$ cat src/rtl/MIPS_pkg.sv
// Shared MIPS definitions: opcode/funct encodings, instruction field positions
// and the small helpers the multicycle datapath blocks use to slice instructions.
package MIPS_pkg;

  localparam int XLEN = 32;

  localparam int OP_MSB    = 31;
  localparam int OP_LSB    = 26;
  localparam int RS_MSB    = 25;
  localparam int RS_LSB    = 21;
  localparam int RT_MSB    = 20;
  localparam int RT_LSB    = 16;
  localparam int RD_MSB    = 15;
  localparam int RD_LSB    = 11;
  localparam int FUNCT_MSB = 5;
  localparam int FUNCT_LSB = 0;

  localparam int IMM_W       = 16;
  localparam int JIDX_W      = 26;
  localparam int PC_REGION_W = 4;

  typedef enum logic [5:0] {
    OP_RTYPE = 6'd0,
    OP_J     = 6'd2,
    OP_JAL   = 6'd3,
    OP_BEQ   = 6'd4,
    OP_BNE   = 6'd5,
    OP_ADDI  = 6'd8,
    OP_ADDIU = 6'd9,
    OP_SLTI  = 6'd10,
    OP_ANDI  = 6'd12,
    OP_ORI   = 6'd13,
    OP_LUI   = 6'd15,
    OP_LW    = 6'd35,
    OP_SW    = 6'd43
  } mips_op_e;

  typedef enum logic [5:0] {
    FN_SLL  = 6'd0,
    FN_SRL  = 6'd2,
    FN_JR   = 6'd8,
    FN_ADD  = 6'd32,
    FN_ADDU = 6'd33,
    FN_SUB  = 6'd34,
    FN_SUBU = 6'd35,
    FN_AND  = 6'd36,
    FN_OR   = 6'd37,
    FN_XOR  = 6'd38,
    FN_NOR  = 6'd39,
    FN_SLT  = 6'd42
  } mips_funct_e;

  typedef enum logic [1:0] {
    PCSRC_ALU    = 2'b00,
    PCSRC_ALUOUT = 2'b01,
    PCSRC_JUMP   = 2'b10,
    PCSRC_HOLD   = 2'b11
  } pc_src_e;

  function automatic logic [XLEN-1:0] sign_extend(input logic [IMM_W-1:0] imm);
    return {{(XLEN-IMM_W){imm[IMM_W-1]}}, imm};
  endfunction

endpackage

$ cat src/rtl/mips_fetch_unit_if.sv
// Control, ALU and memory-side signals of the fetch unit; the slave modport is
// the fetch unit itself, the master modport is whatever drives it (control/datapath).
interface mips_fetch_unit_if;
  import MIPS_pkg::*;

  logic              IorD;
  logic              IRWrite;
  logic              PCWrite;
  logic              Branch;
  logic [1:0]        PCSrc;
  logic [XLEN-1:0]   alu_result;
  logic              alu_zero;
  logic [XLEN-1:0]   mem_rdata;

  logic [XLEN-1:0]   mem_addr;
  logic [XLEN-1:0]   pc;
  logic [XLEN-1:0]   instr;
  mips_op_e          op;
  mips_funct_e       funct;
  logic [4:0]        rs;
  logic [4:0]        rt;
  logic [4:0]        rd;
  logic [XLEN-1:0]   imm_sext;
  logic [XLEN-1:0]   mdr;
  logic [XLEN-1:0]   alu_out;
  logic [XLEN-1:0]   instr_count;
  logic              pc_misalign;

  modport slave (
    input  IorD, IRWrite, PCWrite, Branch, PCSrc, alu_result, alu_zero, mem_rdata,
    output mem_addr, pc, instr, op, funct, rs, rt, rd, imm_sext, mdr, alu_out,
           instr_count, pc_misalign
  );

  modport master (
    output IorD, IRWrite, PCWrite, Branch, PCSrc, alu_result, alu_zero, mem_rdata,
    input  mem_addr, pc, instr, op, funct, rs, rt, rd, imm_sext, mdr, alu_out,
           instr_count, pc_misalign
  );

endinterface

$ cat src/rtl/mips_pc_reg.sv
// Program counter register with its next-PC mux and a sticky flag that records
// any write of a non-word-aligned PC.
module mips_pc_reg
  import MIPS_pkg::*;
#(
  parameter logic [31:0] RESET_PC = 32'h0000_0000
) (
  input  logic              clk,
  input  logic              rst_n,
  input  logic              PCWrite,
  input  logic              Branch,
  input  logic              alu_zero,
  input  logic [1:0]        PCSrc,
  input  logic [XLEN-1:0]   alu_result,
  input  logic [XLEN-1:0]   alu_out,
  input  logic [JIDX_W-1:0] jump_index,
  output logic [XLEN-1:0]   pc,
  output logic              pc_misalign
);

  logic            pc_en;
  logic [XLEN-1:0] next_pc;

  assign pc_en = PCWrite | (Branch & alu_zero);

  // Jump targets keep the region bits of the PC, which already points past the jump.
  always_comb begin
    next_pc = pc;
    case (pc_src_e'(PCSrc))
      PCSRC_ALU:    next_pc = alu_result;
      PCSRC_ALUOUT: next_pc = alu_out;
      PCSRC_JUMP:   next_pc = {pc[XLEN-1 -: PC_REGION_W], jump_index, 2'b00};
      PCSRC_HOLD:   next_pc = pc;
      default:      next_pc = pc;
    endcase
  end

  always_ff @(posedge clk or negedge rst_n) begin
    if (!rst_n) begin
      pc          <= RESET_PC;
      pc_misalign <= 1'b0;
    end else if (pc_en) begin
      pc <= next_pc;
      if (next_pc[1:0] != 2'b00) begin
        pc_misalign <= 1'b1;
      end
    end
  end

endmodule

$ cat src/rtl/mips_fetch_unit.sv
// Fetch stage of the multicycle MIPS datapath: PC, instruction register, memory
// data register, ALU output register, fetch counter and instruction field decode.
module mips_fetch_unit
  import MIPS_pkg::*;
#(
  parameter logic [31:0] RESET_PC = 32'h0000_0000
) (
  input  logic              clk,
  input  logic              rst_n,
  mips_fetch_unit_if.slave  bus
);

  logic [XLEN-1:0] pc;
  logic            pc_misalign;
  logic [XLEN-1:0] instr_q;
  logic [XLEN-1:0] mdr_q;
  logic [XLEN-1:0] alu_out_q;
  logic [XLEN-1:0] instr_count_q;

  mips_pc_reg #(
    .RESET_PC (RESET_PC)
  ) u_pc_reg (
    .clk         (clk),
    .rst_n       (rst_n),
    .PCWrite     (bus.PCWrite),
    .Branch      (bus.Branch),
    .alu_zero    (bus.alu_zero),
    .PCSrc       (bus.PCSrc),
    .alu_result  (bus.alu_result),
    .alu_out     (alu_out_q),
    .jump_index  (instr_q[JIDX_W-1:0]),
    .pc          (pc),
    .pc_misalign (pc_misalign)
  );

  // IR and fetch counter advance together; MDR and ALUOut latch every cycle.
  always_ff @(posedge clk or negedge rst_n) begin
    if (!rst_n) begin
      instr_q       <= '0;
      mdr_q         <= '0;
      alu_out_q     <= '0;
      instr_count_q <= '0;
    end else begin
      mdr_q     <= bus.mem_rdata;
      alu_out_q <= bus.alu_result;
      if (bus.IRWrite) begin
        instr_q       <= bus.mem_rdata;
        instr_count_q <= instr_count_q + 32'd1;
      end
    end
  end

  assign bus.mem_addr    = bus.IorD ? alu_out_q : pc;
  assign bus.pc          = pc;
  assign bus.pc_misalign = pc_misalign;
  assign bus.instr       = instr_q;
  assign bus.mdr         = mdr_q;
  assign bus.alu_out     = alu_out_q;
  assign bus.instr_count = instr_count_q;

  assign bus.op       = mips_op_e'(instr_q[OP_MSB:OP_LSB]);
  assign bus.funct    = mips_funct_e'(instr_q[FUNCT_MSB:FUNCT_LSB]);
  assign bus.rs       = instr_q[RS_MSB:RS_LSB];
  assign bus.rt       = instr_q[RT_MSB:RT_LSB];
  assign bus.rd       = instr_q[RD_MSB:RD_LSB];
  assign bus.imm_sext = sign_extend(instr_q[IMM_W-1:0]);

endmodule
$ cat src/flat_wrapper.sv
// flat-port wrapper written by rule: the top's interface ports become plain ports
module mips_fetch_unit_flat import MIPS_pkg::*;
#(
  parameter logic [31:0] RESET_PC = 32'h0000_0000
)
  (clk, rst_n, bus_IorD, bus_IRWrite, bus_PCWrite, bus_Branch, bus_PCSrc, bus_alu_result, bus_alu_zero, bus_mem_rdata, bus_mem_addr, bus_pc, bus_instr, bus_op, bus_funct, bus_rs, bus_rt, bus_rd, bus_imm_sext, bus_mdr, bus_alu_out, bus_instr_count, bus_pc_misalign);
  mips_fetch_unit_if bus_i ();
  input  logic clk;
  input  logic rst_n;
  input wire logic [$bits(bus_i.IorD)-1:0] bus_IorD;
  input wire logic [$bits(bus_i.IRWrite)-1:0] bus_IRWrite;
  input wire logic [$bits(bus_i.PCWrite)-1:0] bus_PCWrite;
  input wire logic [$bits(bus_i.Branch)-1:0] bus_Branch;
  input wire logic [$bits(bus_i.PCSrc)-1:0] bus_PCSrc;
  input wire logic [$bits(bus_i.alu_result)-1:0] bus_alu_result;
  input wire logic [$bits(bus_i.alu_zero)-1:0] bus_alu_zero;
  input wire logic [$bits(bus_i.mem_rdata)-1:0] bus_mem_rdata;
  output wire logic [$bits(bus_i.mem_addr)-1:0] bus_mem_addr;
  output wire logic [$bits(bus_i.pc)-1:0] bus_pc;
  output wire logic [$bits(bus_i.instr)-1:0] bus_instr;
  output wire logic [$bits(bus_i.op)-1:0] bus_op;
  output wire logic [$bits(bus_i.funct)-1:0] bus_funct;
  output wire logic [$bits(bus_i.rs)-1:0] bus_rs;
  output wire logic [$bits(bus_i.rt)-1:0] bus_rt;
  output wire logic [$bits(bus_i.rd)-1:0] bus_rd;
  output wire logic [$bits(bus_i.imm_sext)-1:0] bus_imm_sext;
  output wire logic [$bits(bus_i.mdr)-1:0] bus_mdr;
  output wire logic [$bits(bus_i.alu_out)-1:0] bus_alu_out;
  output wire logic [$bits(bus_i.instr_count)-1:0] bus_instr_count;
  output wire logic [$bits(bus_i.pc_misalign)-1:0] bus_pc_misalign;
  assign bus_i.IorD = bus_IorD;
  assign bus_i.IRWrite = bus_IRWrite;
  assign bus_i.PCWrite = bus_PCWrite;
  assign bus_i.Branch = bus_Branch;
  assign bus_i.PCSrc = bus_PCSrc;
  assign bus_i.alu_result = bus_alu_result;
  assign bus_i.alu_zero = bus_alu_zero;
  assign bus_i.mem_rdata = bus_mem_rdata;
  assign bus_mem_addr = bus_i.mem_addr;
  assign bus_pc = bus_i.pc;
  assign bus_instr = bus_i.instr;
  assign bus_op = bus_i.op;
  assign bus_funct = bus_i.funct;
  assign bus_rs = bus_i.rs;
  assign bus_rt = bus_i.rt;
  assign bus_rd = bus_i.rd;
  assign bus_imm_sext = bus_i.imm_sext;
  assign bus_mdr = bus_i.mdr;
  assign bus_alu_out = bus_i.alu_out;
  assign bus_instr_count = bus_i.instr_count;
  assign bus_pc_misalign = bus_i.pc_misalign;
  mips_fetch_unit #(.RESET_PC(RESET_PC)) u_core (.clk(clk), .rst_n(rst_n), .bus(bus_i));
endmodule
$ cat config.mk
export PLATFORM = sky130hd
export DESIGN_NAME = mips_fetch_unit_flat
export DESIGN_NICKNAME = d
export VERILOG_FILES = /design/src/rtl/MIPS_pkg.sv /design/src/rtl/mips_fetch_unit_if.sv /design/src/rtl/mips_pc_reg.sv /design/src/rtl/mips_fetch_unit.sv /design/src/flat_wrapper.sv
export SDC_FILE = /design/constraint.sdc
export NUM_CORES = 1
export LEC_CHECK = 0
export CELL_PAD_IN_SITES_DETAIL_PLACEMENT = 1
export CELL_PAD_IN_SITES_GLOBAL_PLACEMENT = 2
export CORE_UTILIZATION = 23
export CTS_CLUSTER_DIAMETER = 50
export CTS_CLUSTER_SIZE = 20
export DETAILED_ROUTE_END_ITERATION = 8
export GPL_ROUTABILITY_DRIVEN = 0
export PLACE_DENSITY = 0.75
export SLEW_MARGIN = 20
export SYNTH_ARGS = -nofsm -noshare
export SYNTH_HDL_FRONTEND = slang
export SYNTH_SLANG_ARGS = --single-unit
export TNS_END_PERCENT = 100
$ cat constraint.sdc
create_clock -name clk -period 2.4 [get_ports clk]
set_input_delay 0.72 -clock clk [delete_from_list [all_inputs] [get_ports clk]]
set_output_delay 0.72 -clock clk [all_outputs]
set_load 0.02 [all_outputs]
# After elaboration in Yosys (flattened, before gate mapping)
# Cells that the tools add are included.
[classes]
n_mux = 2
n_reduce_logical = 5
eq_ne = 3
add_sub_neg = 1
n_bitwise = 4
[ops]
columns = ["cell", "count"]
rows = [
  ["one-hot mux 32 bit (4 select lines)", 1],
  ["adder 32 x 1 -> 32 bit (second input constant)", 1],
  ["two-way mux 32 bit", 1],
  ["== test 2 bit (second input constant)", 2],
  ["AND reduction 2 bit", 2],
  ["AND reduction 3 bit", 1],
  ["== test 2 x 1 -> 1 bit (second input constant)", 1],
  ["logical NOT 2 bit", 1],
  ["inverter 1 bit", 2],
  ["nonzero test 2 bit", 1],
  ["bitwise AND 1 bit", 1],
  ["OR 1 bit", 1],
]
[totals]
output_inout_bits = 252
wordCells = 23
inputBits = 73
ff_bits = 161

# Logic depth before layout (Yosys ltp)
# Gate-level depths: netlist of run 1.
[logic_depth]
word_depth = 4
depth_mapped = 6
depth_no_buf = 5

# Cells and area by module
# Synthesis of run 1 repeated with hierarchy kept, for this count alone.
[unflattened]
cells_unflattened = 498
hier_area_um2 = 7054.3
[by_module_without_submodules]
columns = ["mod", "seq_area_each_um2", "n_inst", "area_per_inst_um2", "cells_each"]
rows = [
  ["mips_fetch_unit", 3203.1, 1, 5068.6, 346],
  ["mips_pc_reg", 825.8, 1, 1985.7, 152],
]

# Worst setup path before layout of run 1
# Ideal clock, no wire load.
[synth_timing]
path_type = "input to output"
from = "in bus_IorD"
to = "out bus_mem_addr[1]"
path_stages = 3
path_buffers = 2
t_arrival_ps = 1685
path_slack_ps = -5
required_ps = 1680
path_cell_list = "clkbuf_1 buf_1 mux2_1"
[synth_between]
elab_chain_len = 1
[synth_rtl]
columns = ["element", "line", "text"]
rows = [
  ["from (decl)", "flat_wrapper.sv:10", "input wire logic [$bits(bus_i.IorD)-1:0] bus_IorD;"],
  ["two-way mux 32 bit", "mips_fetch_unit.sv:53", "assign bus.mem_addr = bus.IorD ? alu_out_q : pc;"],
  ["to (decl)", "flat_wrapper.sv:18", "output wire logic [$bits(bus_i.mem_addr)-1:0] bus_mem_addr;"],
]
# Every way passes these cells.

# Worst setup path after layout of run 1
[layout_timing]
from = "in bus_IorD"
to = "out bus_mem_addr[9]"
# The elaborated chain is that of the path after synthesis.

==> results of run 1 <==
[worst max-delay path by stage]
stage / start / depth (start not counted) / to
after floorplan: bus_IorD / 3 / bus_mem_addr[27]
after global placement: bus_IorD / 4 / bus_mem_addr[11]
final: bus_IorD / 4 / bus_mem_addr[9]
after global routing: bus_IorD / 4 / bus_mem_addr[5]
after CTS: bus_IorD / 4 / bus_mem_addr[14]
after detailed placement: bus_IorD / 4 / bus_mem_addr[13]
[flip-flops by register name, indices dropped and copies added (netlist names)]
signal / count
u_core.bus.instr: 32
u_core.u_pc_reg.pc_misalign: 1
u_core.u_pc_reg.pc: 32
u_core.bus.alu_out: 32
u_core.bus.mdr: 32
u_core.bus.instr_count: 32
[routing by layer]
layer  track usage  share of wire  vias to the layer above
met5             0              0                        -
met4       0.03333         0.0088                        0
met2        0.2503           0.48                      197
met3       0.05173          0.077                       12
li1              -              -                     2441
met1        0.1856           0.43                     2698
[timing repair]
action,in CTS,in global routing
setup endpoints to repair,51,17
buffers inserted,1,0
resized for setup,95,4
gates cloned,0,2
[where the power goes]
group          switching [mW]  leakage [nW]  internal (mW)
logic                    1.03          2.39           1.00
registers               0.286          1.96           2.95
clock network            1.25         0.300           1.59
[worst reg2reg max path: cells and delay by family, from the launching register on]
kind	cells	cell delay (ps)
xor+xnor	1	160
simple gates	3	1160
flops	1	490
[cell usage in the layout (no fill, tap or decap), drive strengths merged, types with 2 or more instances in the layout]
master         Yosys  routed
bufinv             0       2
mux2i             30      30
nand4b             2       2
mux2              69      69
and4               4       4
o21ai             30      30
a22o               2       2
clkbuf            12      19
nor4               3       3
dlygate4sd2        0      16
xor2              15      15
nor3               8       8
nor2              34      34
a21oi             27      27
inv                3      13
clkdlybuf4s15      0      16
clkdlybuf4s50      0     279
xnor2             16      16
clkinv             0       2
nand2             45      45
nand3              8       8
and3               5       5
nand4             11      11
buf               72      33
dfrtp            161     161
and2               2       2
[layout make-up]
cell class | instances | area, um^2
inverters | 3 | 11.26
clock inverters | 15 | 186.4
flip-flops and latches | 161 | 4030
multi-input cells | 318 | 2345
repair buffers | 346 | 3437
clock buffers | 17 | 425.4
well taps | 390 | 488.0
fillers | 3195 | 18710
diodes | 1 | 2.502
[kinds of logic (layout without fill, tap and decap cells)]
logic type      after synthesis  after routing  share of synthesized area
simple gates                126            126                    0.09484
compound gates               61             61                    0.04588
flops                       161            161                     0.5816
fa+ha+maj                     1              1                   0.001806
buf+inv                      87            381                    0.08110
other cells                   0              1                          0
xor+xnor                     31             31                    0.03920
mux                          99             99                     0.1555
[stage by stage]
step,util,area (um^2)
2_1_floorplan,-,6928
3_3_place_gp,0.3476,10300
3_5_place_dp,0.3476,10300
4_1_cts,0.3673,10890
5_1_grt,0.3685,10920
6_report,0.3686,10930
==> out/summary.log, run 1 <==
INFO  synthesis      syn_nets=640
INFO  place          place.port_buffers=324
INFO  flow_run       cap_violations=0
INFO  global_route   first_global_vias=5,690
INFO  routing        antenna_violating_nets_post_route=0
INFO  routing        detail_route.iter0.violations=193
INFO  outcome        run_status=complete, no violations
INFO  setup_path     ff2ff_path_depth=4
INFO  power          leakage=4.657nW
INFO  setup_path     slowest_stage=sky130_fd_sc_hd__mux2_2
INFO  setup_path     cp_top_family=buffers and inverters
INFO  setup_path     critPathCaptureType=output pin
INFO  place          dp_slack=-298.4ps
INFO  setup_path     start_kind=input pin
INFO  cells_and_area drive_above_1_share=0.1860
INFO  setup_path     worst_ep_arrival_time=1670ps
INFO  synthesis      synth.cell_area=6927um^2
INFO  clock_tree     cts_buffer_depth=2
INFO  clock_tree     numCtsBuffers=17
INFO  global_route   overflow=0
INFO  synthesis      synthesis.instances=566
INFO  setup_path     critical_path_buf_inv_count=3
INFO  power          report.power.total=8.109mW
INFO  floorplan      floorplan_die_width=175.5um
INFO  clock_tree     clkSinkCount=161
INFO  synthesis      post-synth-top-area-cell=sky130_fd_sc_hd__dfrtp_1
INFO  synthesis      synth-warning-count=0
INFO  synthesis      netlist.area_leader.share=0.5816
INFO  routing        viasPerCell=4.275
INFO  routing        remaining_drc_errors=0
INFO  floorplan      placeableCoreArea=29,640um^2
INFO  clock_tree     post_cts_hold_buffer_count=0
INFO  sta            finalMaxSlewViolations=0
INFO  clock_tree     clock_insertion_delay_worst_skew=420ps
INFO  setup_path     timing.rr.end=u_core.bus.instr_count[25]
INFO  global_route   grt_usage=0.1498
INFO  sta            setup_tns=0ps
INFO  synthesis      number_of_enable_flip_flop_cells_after_synthesis=0
INFO  synthesis      synth-async-reset-ratio=1.000
INFO  routing        via_count=5,348
INFO  setup_path     cp_data_required_time=1680ps
INFO  floorplan      std_cell_rows=63
INFO  place          dp.final_hpwl=17.16mm
INFO  hold_path      hold_path_class=in2async
INFO  sta            worst_slack=13.84ps
INFO  clock_tree     tritoncts_clock_tree=built
INFO  cells_and_area syn_to_final_growth=57.73%
INFO  sta            finalCriticalPeriod=2386ps
INFO  global_route   maximum_number_of_pins_on_one_net_before_global_route_repair=56
INFO  clock_tree     cts_htree_levels=4
INFO  setup_path     crit_fanout=9
INFO  setup_path     criticalPathCategory=in2out
INFO  synthesis      synth.ff_latch_count=161
INFO  sta            max_clock_freq=0.4191GHz
INFO  floorplan      die_area=30,810um^2
INFO  sta            worst_slew_pin_slew=795.1ps
INFO  floorplan      dieHeight=175.5um
INFO  sta            count_of_final_hold_check_violations=0
INFO  place          numPlacedInstances=1,215
INFO  power          power.density_cell_area=742.2nW/um^2
INFO  clock_tree     clkSlewWorstSetupHoldPaths=70ps
INFO  setup_path     crit_chain=buf_6, buf_12, mux2_2, dlygate4sd2_1
INFO  setup_path     critPathMaxStageDelay=340ps
INFO  floorplan      floorplan.initialDensity=0.2337
INFO  routing        postRouteWirelength=23.43mm
INFO  sta            post-route-period-util=0.9942
INFO  synthesis      synthTopCellsByCount=sky130_fd_sc_hd__dfrtp_1, sky130_fd_sc_hd__buf_4, sky130_fd_sc_hd__mux2_2, sky130_fd_sc_hd__nand2_1, sky130_fd_sc_hd__nor2_1
INFO  synthesis      seq_area_frac_synth=0.5816
INFO  synthesis      yosysMostFrequentCell=sky130_fd_sc_hd__dfrtp_1
INFO  cells_and_area finish.cell_count_without_fillers=1,251
INFO  power          ir_worst_vdd=0.4545mV
INFO  synthesis      synth_top_flop_cell=sky130_fd_sc_hd__dfrtp_1
INFO  setup_path     r2r_setup_slack=520ps
INFO  sta            relSlewSlack=0.4688
INFO  global_route   initial_antenna_violation_count=1
INFO  sta            final-setup-viol-count=0
INFO  routing        drt_first_pass_iters=4
INFO  global_route   grt_first_pass_wirelength=34.96mm
INFO  cells_and_area design.final.nets=921
INFO  synthesis      synth_cell_types=41
INFO  sta            hold_slack=204.2ps
INFO  sta            finalClockSkew=14.55ps
INFO  setup_path     reg2reg_from=u_core.bus.instr_count[2]
INFO  clock_tree     cts.root.buffer_cell=sky130_fd_sc_hd__clkbuf_16
INFO  synthesis      synthTopCellsByArea=sky130_fd_sc_hd__dfrtp_1, sky130_fd_sc_hd__mux2_2, sky130_fd_sc_hd__buf_4, sky130_fd_sc_hd__mux2i_1, sky130_fd_sc_hd__nand2_1
INFO  synthesis      avgSynthCellArea=12.24um^2
INFO  floorplan      io_pins=325
INFO  routing        avgRoutedWirePerCell=18.73um
Note: power is estimated with default switching activity, not from simulation.
==> run 2, diff against run 1 <==
Settings changed: CTS_BUF_LIST set to sky130_fd_sc_hd__clkbuf_4 sky130_fd_sc_hd__clkbuf_8.
==> out/summary.log, run 2 (synthesized netlist as in run 1, its figures left out) <==
INFO  outcome        run_status=complete, no violations
INFO  routing        detail_route.iter0.violations=219
INFO  power          p_int=4.922mW
INFO  routing        viasPerCell=4.238
INFO  setup_path     reg2reg_from=u_core.bus.instr_count[2]
INFO  floorplan      floorplan_die_width=175.5um
INFO  clock_tree     clock_insertion_delay_worst_skew=440ps
INFO  setup_path     start_kind=input pin
INFO  power          switching_power_share_of_the_total=0.3341
INFO  setup_path     cp_top_family=buffers and inverters
INFO  clock_tree     numCtsBuffers=17
INFO  setup_path     cp_data_required_time=1680ps
INFO  clock_tree     clkSinkCount=161
INFO  setup_path     criticalPathCategory=in2out
INFO  sta            max_clock_freq=0.4209GHz
INFO  global_route   overflow=0
INFO  sta            finalCriticalPeriod=2376ps
INFO  setup_path     crit_path_start=bus_IorD
INFO  power          clkPwrFrac=0.289
INFO  global_route   first_global_vias=5,689
INFO  flow_run       cap_violations=0
INFO  sta            final-setup-viol-count=0
INFO  power          power.density_cell_area=688.4nW/um^2
INFO  routing        drt_first_pass_iters=4
INFO  place          numPlacedInstances=1,215
INFO  floorplan      placeableCoreArea=29,640um^2
INFO  floorplan      std_cell_rows=63
INFO  clock_tree     clkSlewWorstSetupHoldPaths=110ps
INFO  sta            finalMaxSlewViolations=0
INFO  global_route   grt_usage=0.1495
INFO  sta            setup_tns=0ps
INFO  power          leakage=4.590nW
INFO  clock_tree     tritoncts_clock_tree=built
INFO  cells_and_area layout.cells.most_common=sky130_fd_sc_hd__clkdlybuf4s50_1
INFO  power          power.net_switching=2.470mW
INFO  setup_path     crit_chain=buf_6, buf_12, mux2_2, dlygate4sd2_1
INFO  sta            relSlewSlack=0.4599
INFO  floorplan      dieHeight=175.5um
INFO  cells_and_area drive_above_1_share=0.1872
INFO  power          combinationalPowerShare=0.273
INFO  routing        avgRoutedWirePerCell=18.69um
INFO  floorplan      floorplan.initialDensity=0.2337
INFO  floorplan      io_pins=325
INFO  sta            count_of_final_hold_check_violations=0
INFO  cells_and_area design.final.nets=921
INFO  power          power.share.sequential=0.438
INFO  setup_path     crit_fanout=9
INFO  setup_path     critPathCaptureType=output pin
INFO  sta            finalClockSkew=17.49ps
INFO  global_route   maximum_number_of_pins_on_one_net_before_global_route_repair=56
INFO  cells_and_area commonest_cells_after_routing_fill_and_taps_aside=sky130_fd_sc_hd__clkdlybuf4s50_1, sky130_fd_sc_hd__dfrtp_1, sky130_fd_sc_hd__mux2_2
INFO  cells_and_area finish.cell_count_without_fillers=1,251
INFO  power          ir_worst_vdd=0.3527mV
INFO  setup_path     slowest_stage=sky130_fd_sc_hd__mux2_2
INFO  setup_path     critical_path_buf_inv_count=3
INFO  routing        via_count=5,302
INFO  routing        postRouteWirelength=23.38mm
INFO  cells_and_area syn_to_final_growth=55.04%
INFO  clock_tree     cts.root.buffer_cell=sky130_fd_sc_hd__clkbuf_8
INFO  routing        remaining_drc_errors=0
INFO  place          place.port_buffers=324
INFO  sta            post-route-period-util=0.9899
INFO  setup_path     worst_ep_arrival_time=1660ps
INFO  setup_path     critPathMaxStageDelay=340ps
INFO  global_route   grt_first_pass_wirelength=34.87mm
INFO  routing        antenna_violating_nets_post_route=0
INFO  global_route   initial_antenna_violation_count=1
INFO  place          dp.final_hpwl=17.16mm
INFO  clock_tree     cts_htree_levels=4
INFO  clock_tree     cts_buffer_depth=2
INFO  sta            worst_slew_pin_slew=808.5ps
INFO  floorplan      die_area=30,810um^2
INFO  hold_path      hold_path_class=in2async
[run 2: cell count changes in the layout (fill, tap and decap cells not counted), sizes merged]
cell / delta
dlymetal6s2s: +2
clkdlybuf4s50: -3
dlygate4sd2: +1
[run 2: layout make-up]
| class | count | area (um^2) |
|---|---|---|
| Clock buffer | 17 | 234.0 |
| Timing Repair Buffer | 346 | 3441 |
| Inverter | 3 | 11.26 |
| Multi-Input combinational cell | 318 | 2345 |
| Sequential cell | 161 | 4031 |
| Antenna cell | 1 | 2.502 |
| Clock inverter | 15 | 186.4 |
| Fill cell | 3213 | 18900 |
| Tap cell | 390 | 488.0 |
[run 2: stage by stage]
stage | utilization | instance area (um^2) | power (mW) | hold slack [ps] | setup WS [ps]
2_1_floorplan | - | 6928 | 4.276 | 424.4 | 1.144
3_3_place_gp | 0.3476 | 10300 | 5.353 | 465.4 | -268.6
3_5_place_dp | 0.3476 | 10300 | 5.382 | 468.0 | -298.4
4_1_cts | 0.3608 | 10690 | 7.521 | 131.7 | -50.26
5_1_grt | 0.3623 | 10740 | 7.776 | 143.6 | -0.1745
6_report | 0.3623 | 10740 | 7.392 | 163.3 | 24.21
[run 2: power groups by stage]
| stage | combinational (mW) | clock [mW] | sequential, mW |
|---|---|---|---|
| after detailed placement | 2.08 | 0 | 3.30 |
| after global placement | 2.06 | 0 | 3.29 |
| after CTS | 2.04 | 2.23 | 3.24 |
| after floorplan | 0.770 | 0 | 3.51 |
| final | 2.02 | 2.14 | 3.24 |
| after global routing | 2.15 | 2.34 | 3.28 |
[run 2: final timing paths]
check	slack, ps	end	cells after the start
max	20	bus_mem_addr[9]	4
min	160	u_core.u_pc_reg.pc[29]	1
max reg2reg	510	u_core.bus.instr_count[25]	4
min reg2reg	470	u_core.bus.instr_count[31]	1
max in group asynchronous	1590	u_core.bus.instr[8]	2
min in group clk	470	u_core.bus.instr_count[31]	1
[run 2: routing by layer]
metal / global-route usage / share of wire / up-vias
met2: 0.2492 / 0.48 / 202
met5: 0 / 0 / -
li1: - / - / 2443
met1: 0.1853 / 0.43 / 2642
met3: 0.05108 / 0.080 / 15
met4: 0.03514 / 0.011 / 0
[run 2: what timing repair did]
action | in CTS | in global routing
gates resized for setup | 96 | 7
cloned | 0 | 2
setup endpoints to repair | 52 | 21
buffers inserted | 1 | 0
hold buffers | 0 | 0
==> run 3, diff against run 2 <==
Settings changed: CTS_CLUSTER_DIAMETER 50 to unset.
==> results of run 3 <==
Final layout, timing and power as in run 2 (identical DEF).
